$ cat src/rtl/i2s_master.sv
// ---------------------------------------------------------------------------
// i2s_master
//
// I2S master transmitter and link timing generator. Derives BCK and LRCK from
// the system clock and shifts out 16-bit left/right samples MSB-first in
// standard I2S format. SDATA lags LRCK by one BCK. Once per frame a one-cycle
// request strobe tells the upstream mixer when its samples are captured.
//
// Parameters
//   DIV    system clocks per BCK half-period (>= 2). The BCK period is 2*DIV
//          clocks and the frame period is 64*DIV clocks.
//
// Ports
//   clock  in   1  system clock, sole clock domain
//   reset  in   1  synchronous, active-high reset
//   left   in  16  left sample, captured only in the cycle where req is high
//   right  in  16  right sample, captured only in the cycle where req is high
//   req    out  1  one-cycle strobe: left/right are captured at the clock edge
//                  that ends this cycle, which is also the edge where LRCK
//                  falls into slot 0
//   i2s    out  3  {SDATA, LRCK, BCK}. All three bits come straight from flops,
//                  and the order matches the I2S receiver for loopback.
// ---------------------------------------------------------------------------
module i2s_master #(
  parameter int DIV = 4
) (
  input  logic        clock,
  input  logic        reset,
  input  logic [15:0] left,
  input  logic [15:0] right,
  output logic        req,
  output logic [2:0]  i2s
);

  localparam int              HC_W    = (DIV > 2) ? $clog2(DIV) : 1;
  localparam logic [HC_W-1:0] HC_LAST = HC_W'(DIV - 1);

  // Registered state and its next-state values.
  logic [HC_W-1:0] hc_q,    hc_d;     // half-period counter, 0..DIV-1
  logic            bck_q,   bck_d;    // bit clock
  logic [4:0]      bc_q,    bc_d;     // slot counter; bc_q[4] is LRCK
  logic            sdata_q, sdata_d;  // serial data
  logic [31:0]     sr_q,    sr_d;     // {left, right} shift register

  // Timing decodes.
  logic half_end;    // last clock of a BCK half-period
  logic fe;          // this clock edge takes BCK from 1 to 0
  logic frame_wrap;  // falling edge that enters slot 0

  assign half_end   = (hc_q == HC_LAST);
  assign fe         = half_end & bck_q;
  assign frame_wrap = fe & (bc_q == 5'd31);

  // ---------------------------------------------------------------------------
  // Next-state logic
  // ---------------------------------------------------------------------------
  // NOTE: every signal written here gets a default value first. This way no
  // path leaves it unassigned, and no latch is inferred.
  always_comb begin
    hc_d    = hc_q + HC_W'(1);
    bck_d   = bck_q;
    bc_d    = bc_q;
    sdata_d = sdata_q;
    sr_d    = sr_q;

    if (half_end) begin
      hc_d  = '0;
      bck_d = ~bck_q;
    end

    // All link events happen on the BCK falling transition. SDATA takes the
    // bit that was at the top of sr before this edge, so it trails the slot
    // boundary by exactly one BCK. That one-BCK lag is the I2S data delay.
    if (fe) begin
      bc_d    = bc_q + 5'd1;
      sdata_d = sr_q[31];
      if (frame_wrap) begin
        sr_d = {left, right};
      end else begin
        sr_d = {sr_q[30:0], 1'b0};
      end
    end
  end

  // ---------------------------------------------------------------------------
  // State register
  // ---------------------------------------------------------------------------
  // NOTE: sequential state uses non-blocking assignments. Every flop then
  // samples pre-edge values, independent of statement order.
  always_ff @(posedge clock) begin
    if (reset) begin
      // bc starts at 31 so that LRCK idles high. The first falling edge then
      // wraps into slot 0 and issues the first request.
      hc_q    <= '0;
      bck_q   <= 1'b0;
      bc_q    <= 5'd31;
      sdata_q <= 1'b0;
      // NOTE: the shift register is reset along with the control state. The
      // bit sent in slot 0 of the first frame is then a defined 0, not X.
      sr_q    <= '0;
    end else begin
      hc_q    <= hc_d;
      bck_q   <= bck_d;
      bc_q    <= bc_d;
      sdata_q <= sdata_d;
      sr_q    <= sr_d;
    end
  end

  // ---------------------------------------------------------------------------
  // Outputs
  // ---------------------------------------------------------------------------
  // req is decoded from flops. It is high in exactly the cycle whose closing
  // edge loads sr, so upstream only has to hold left/right valid while req is
  // high. It is masked during reset because that edge loads nothing.
  assign req = frame_wrap & ~reset;

  assign i2s = {sdata_q, bc_q[4], bck_q};

endmodule

$ cat config.mk
export PLATFORM = sky130hd
export DESIGN_NAME = i2s_master
export DESIGN_NICKNAME = d
export VERILOG_FILES = /design/src/rtl/i2s_master.sv
export SDC_FILE = /design/constraint.sdc
export NUM_CORES = 1
export LEC_CHECK = 0
export CORE_MARGIN = 8
export CORE_UTILIZATION = 52
export CTS_BUF_LIST = sky130_fd_sc_hd__clkbuf_8
export DETAILED_ROUTE_END_ITERATION = 7
export MAX_ROUTING_LAYER = met4
export PLACE_DENSITY = 0.89
export SLEW_MARGIN = 20
export SYNTH_ARGS = -nofsm -noshare
export SYNTH_HDL_FRONTEND = slang
export SYNTH_SLANG_ARGS = --single-unit
$ cat constraint.sdc
create_clock -name clock -period 1.86 [get_ports clock]
set_input_delay 0.372 -clock clock [delete_from_list [all_inputs] [get_ports clock]]
set_output_delay 0.372 -clock clock [all_outputs]
set_load 0.01 [all_outputs]
### After elaboration in Yosys (flattened, before gate mapping)

Cells that the tools add are included.

* flip-flop bits (word level): 41
* bits in latches: 0
* memory bits (writable): 0
* memory bits (read-only): 0
* bits of input ports: 34
* memories kept: 0

* add/sub/neg operators: 2
* multipliers: 0
* divide/modulo/power cells: 0
* $lt $le $gt $ge: 0
* eq/ne operators: 2
* shift operators: 0
* mux-type cells: 1
* bitwise gates (word level): 5
* reduce and logical (&&, ||, !) cells: 1

Operators by type and width (count)
* $mux 32: 1
* $add 5x1->5 const B: 1
* $eq 5x5->1 const B: 1
* $and 1x1->1: 3
* $add 2x1->2 const B: 1
* $eq 2x2->1 const B: 1
* $not 1->1: 2
* $reduce_or 2->1: 1

### Logic depth before layout (Yosys ltp)

* word-level depth: 4
* mapped depth: 7

### Least setup slack after synthesis

Ideal clock, no wire load.

* path type: register to output
* from: reg bc_q[0]
* to: out req
* arrival time: 1.410 ns
* required time: 1.488 ns
* path slack: 0.078 ns
* cell stages (with the launch flop): 8
* path buffers: 2
* path through: dfxtp_1 ha_1 and3_1 ha_1 buf_2 buf_2 inv_1 nor2_1

* word-level cells in the longest chain between the ends: 3

RTL lines
* start: declaration: RTL line 41 `logic [4:0] bc_q, bc_d;`
* start signal: assignment: RTL line 96 `bc_q <= 5'd31;`
* start signal: assignment: RTL line 104 `bc_q <= bc_d;`
* $eq 5x5->1: RTL line 52 `assign frame_wrap = fe & (bc_q == 5'd31);`
* $and 1x1->1: RTL line 52
* $and 1x1->1: RTL line 116 `assign req = frame_wrap & ~reset;`
* end: declaration: RTL line 31 `output logic req,`

Every way passes these cells.

### Worst setup path in the final report

Ends and elaborated chain as after synthesis.

==> results.ini <==
[worst_setup_path]
critical_path.max_fanout = 2
cp.depth = 6
max_stage_delay_ns = 0.33
rrSetupSlack_ns = 0.20
r2r_cells = 6
worstPathCellList = ha_1 > and3_1 > ha_2 > inv_1 > nor2_2 > buf_2
path_buf_inv = 2
path_class = register to output pin
worstPathRequired_ns = 1.49
path_delay_family = adder cells
slowest_stage = dfxtp_2
critPathCaptureType = output pin
crit_arrival_ns = 1.42
crit_path_start_kind = register

[layout]
multi_input_area_um2 = 907
fin_nets = 256
fillers = 293
diodes = 0
mostFrequentLayoutCells = 39 x dfxtp_1, 36 x clkdlybuf4s50_1, 33 x nand2_1
final_common_cell = dfxtp_1
syn_to_final_growth_pct = 25.9
drive_above_1_share_pct = 22.9
regArea_um2 = 823

[synthesis]
yosys_register_bits = 41
synthCells = 182
ys_warn_count = 0
synth-seq-area-share_pct = 44.7
yosys.area.top_type = dfxtp_1
syn_area_um2 = 1840
synth.net_count = 219
ys_types = 27
synthTopCellsByArea = dfxtp_1 45%, mux2i_1 17%, o21ai_2 13%, nand2_1 6.7%, buf_6 2.5%
synth_top_area_share_pct = 44.7
avgSynthCellArea_um2 = 10.1

[timing]
tightestPinTransition_ns = 0.476
fmax_mhz = 559
tns_ns = 0
min_period_ns = 1.79
fin_crit_sh_pct = 96.3
drv_slew = 0
hold_violations = 0
setup_violations = 0
relSlewSlack_pct = 68.3
clock_skew_ns = 0.00577
whs_ns = 0.436
rsz0062_at_grt = true

[routing]
top_layer = met4
wl_met2_um = 1600
wl_met1_um = 1670
dr_wl_met3_um = 196
drtAntennaViolNets = 0
wl_per_cell_um = 13.3
route.detailed.drc = 0
first_pass_iters = 4
vias_per_cell = 4.96
vias = 1310
drtIter0Drc = 72
totalWireLength_um = 3520

[outcome]
status = complete, no violations

[min_path]
hp-class = register to register
hold_depth = 1

[placement]
gp_congestion = 0.756
port_buffers = 37
dp_hpwl_um = 2530

[power_and_ir_drop]
p_leak_nw = 1.10
design_power_total_mw = 1.61
p_per_area_nw_per_um2 = 694
ir_worst_vdd_mv = 0.444

[global_routing]
grt_max_degree = 33
grt_overflow = 0
grt_use_total_pct = 14.2
grt_pass1_vias = 1331
grt_pass1_wl_um = 5850
antenna_found_initial = 0

[clock_tree]
clk_pin_slew_ns = 0.06
cts_hold_buf = 0
cts_buffers = 5
clock_latency_ns = 0.29
clock_sinks = 41
cts_root_buf = clkbuf_8
cts_buffer_depth = 2
cts_tree = built
htree_levels = 2

[run]
maxCapViolCount = 0

[floorplan]
fp.dieW_um = 75.5
die_h_um = 75.5
coreArea_um2 = 3360
initial_core_util_pct = 54.7
num_rows = 21
design.portCount = 38
dieArea_um2 = 5690

==> cell type report <==
type	count	share of cell area [%]
multi-input combinational	124	39.2
sequential	41	35.6
inverter	1	0.162
timing repair buffer	46	19.4
tap	46	2.49
clock buffer	5	2.97
clock inverter	1	0.216
==> path summary, 6_finish.rpt <==
kind,from,end
worst max-delay path,bc_q[0],req
worst min register to register,hc_q[0],hc_q[0]
worst min-delay path,hc_q[0],hc_q[0]
worst max register to register,bc_q[0],sr_q[31]
==> worst reg2reg max path, cell delays in order, from the launching register on <==
cell and delay, ns:
dfxtp_2 0.33, ha_1 0.16, and3_1 0.17, ha_2 0.19
buf_6 0.33, mux2i_1 0.31, o21ai_2 0.07
==> layer usage <==
| metal | up-vias | GRT usage (%) |
|---|---|---|
| li1 | 696 | - |
| met1 | 577 | 16.2 |
| met2 | 31 | 21.4 |
| met3 | 6 | 5.26 |
| met4 | 0 | 7.04 |
| met5 | - | - |
==> kinds of logic after synthesis <==
family / synth area share (%)
AOI/OAI and AO/OA: 16.2
xor gates and xnor gates: 1.43
adders and majority gates: 2.04
buffers and inverters: 6.26
DFF: 44.7
muxes: 16.9
and+or+nand+nor: 12.5
==> sequential cells by signal, summed over array words and instances (netlist names) <==
name and cells:
bc_q 5, hc_q 2, bck_q 1, sr_q 32, sdata_q 1
==> through the flow <==
step           instance area, um2  instances  worst slack [ns]  utilization (%)
2_1_floorplan                1840        182            0.0781                -
3_3_place_gp                 2240        258            -0.254             66.5
3_5_place_dp                 2240        258            -0.268             66.5
4_1_cts                      2310        264            0.0207             68.6
5_1_grt                      2310        264           -0.0149             68.8
6_report                     2310        264            0.0695             68.8
==> report_power, final <==
part / internal [mW] / switching, mW
registers: 0.889 / 0.00598
clock network: 0.246 / 0.271
logic: 0.114 / 0.0792
==> cells in the mapped netlist, drive strengths merged <==
cell type	instances
a211o	2
a21oi	3
and3	3
buf	13
clkbuf	3
dfxtp	41
ha	3
inv	1
mux2i	31
nand2	34
nand2b	2
nand3	3
nand4	1
nor2	2
nor3	2
nor3b	1
o21ai	32
or2	1
or3b	1
xnor2	1
xor2	2
==> timing repair <==
action	CTS	global route
hold endpoints to repair	0	0
resized for setup	4	4
setup buffers	0	0
setup endpoints to repair	1	16
Power figures use the tool's default switching activity.
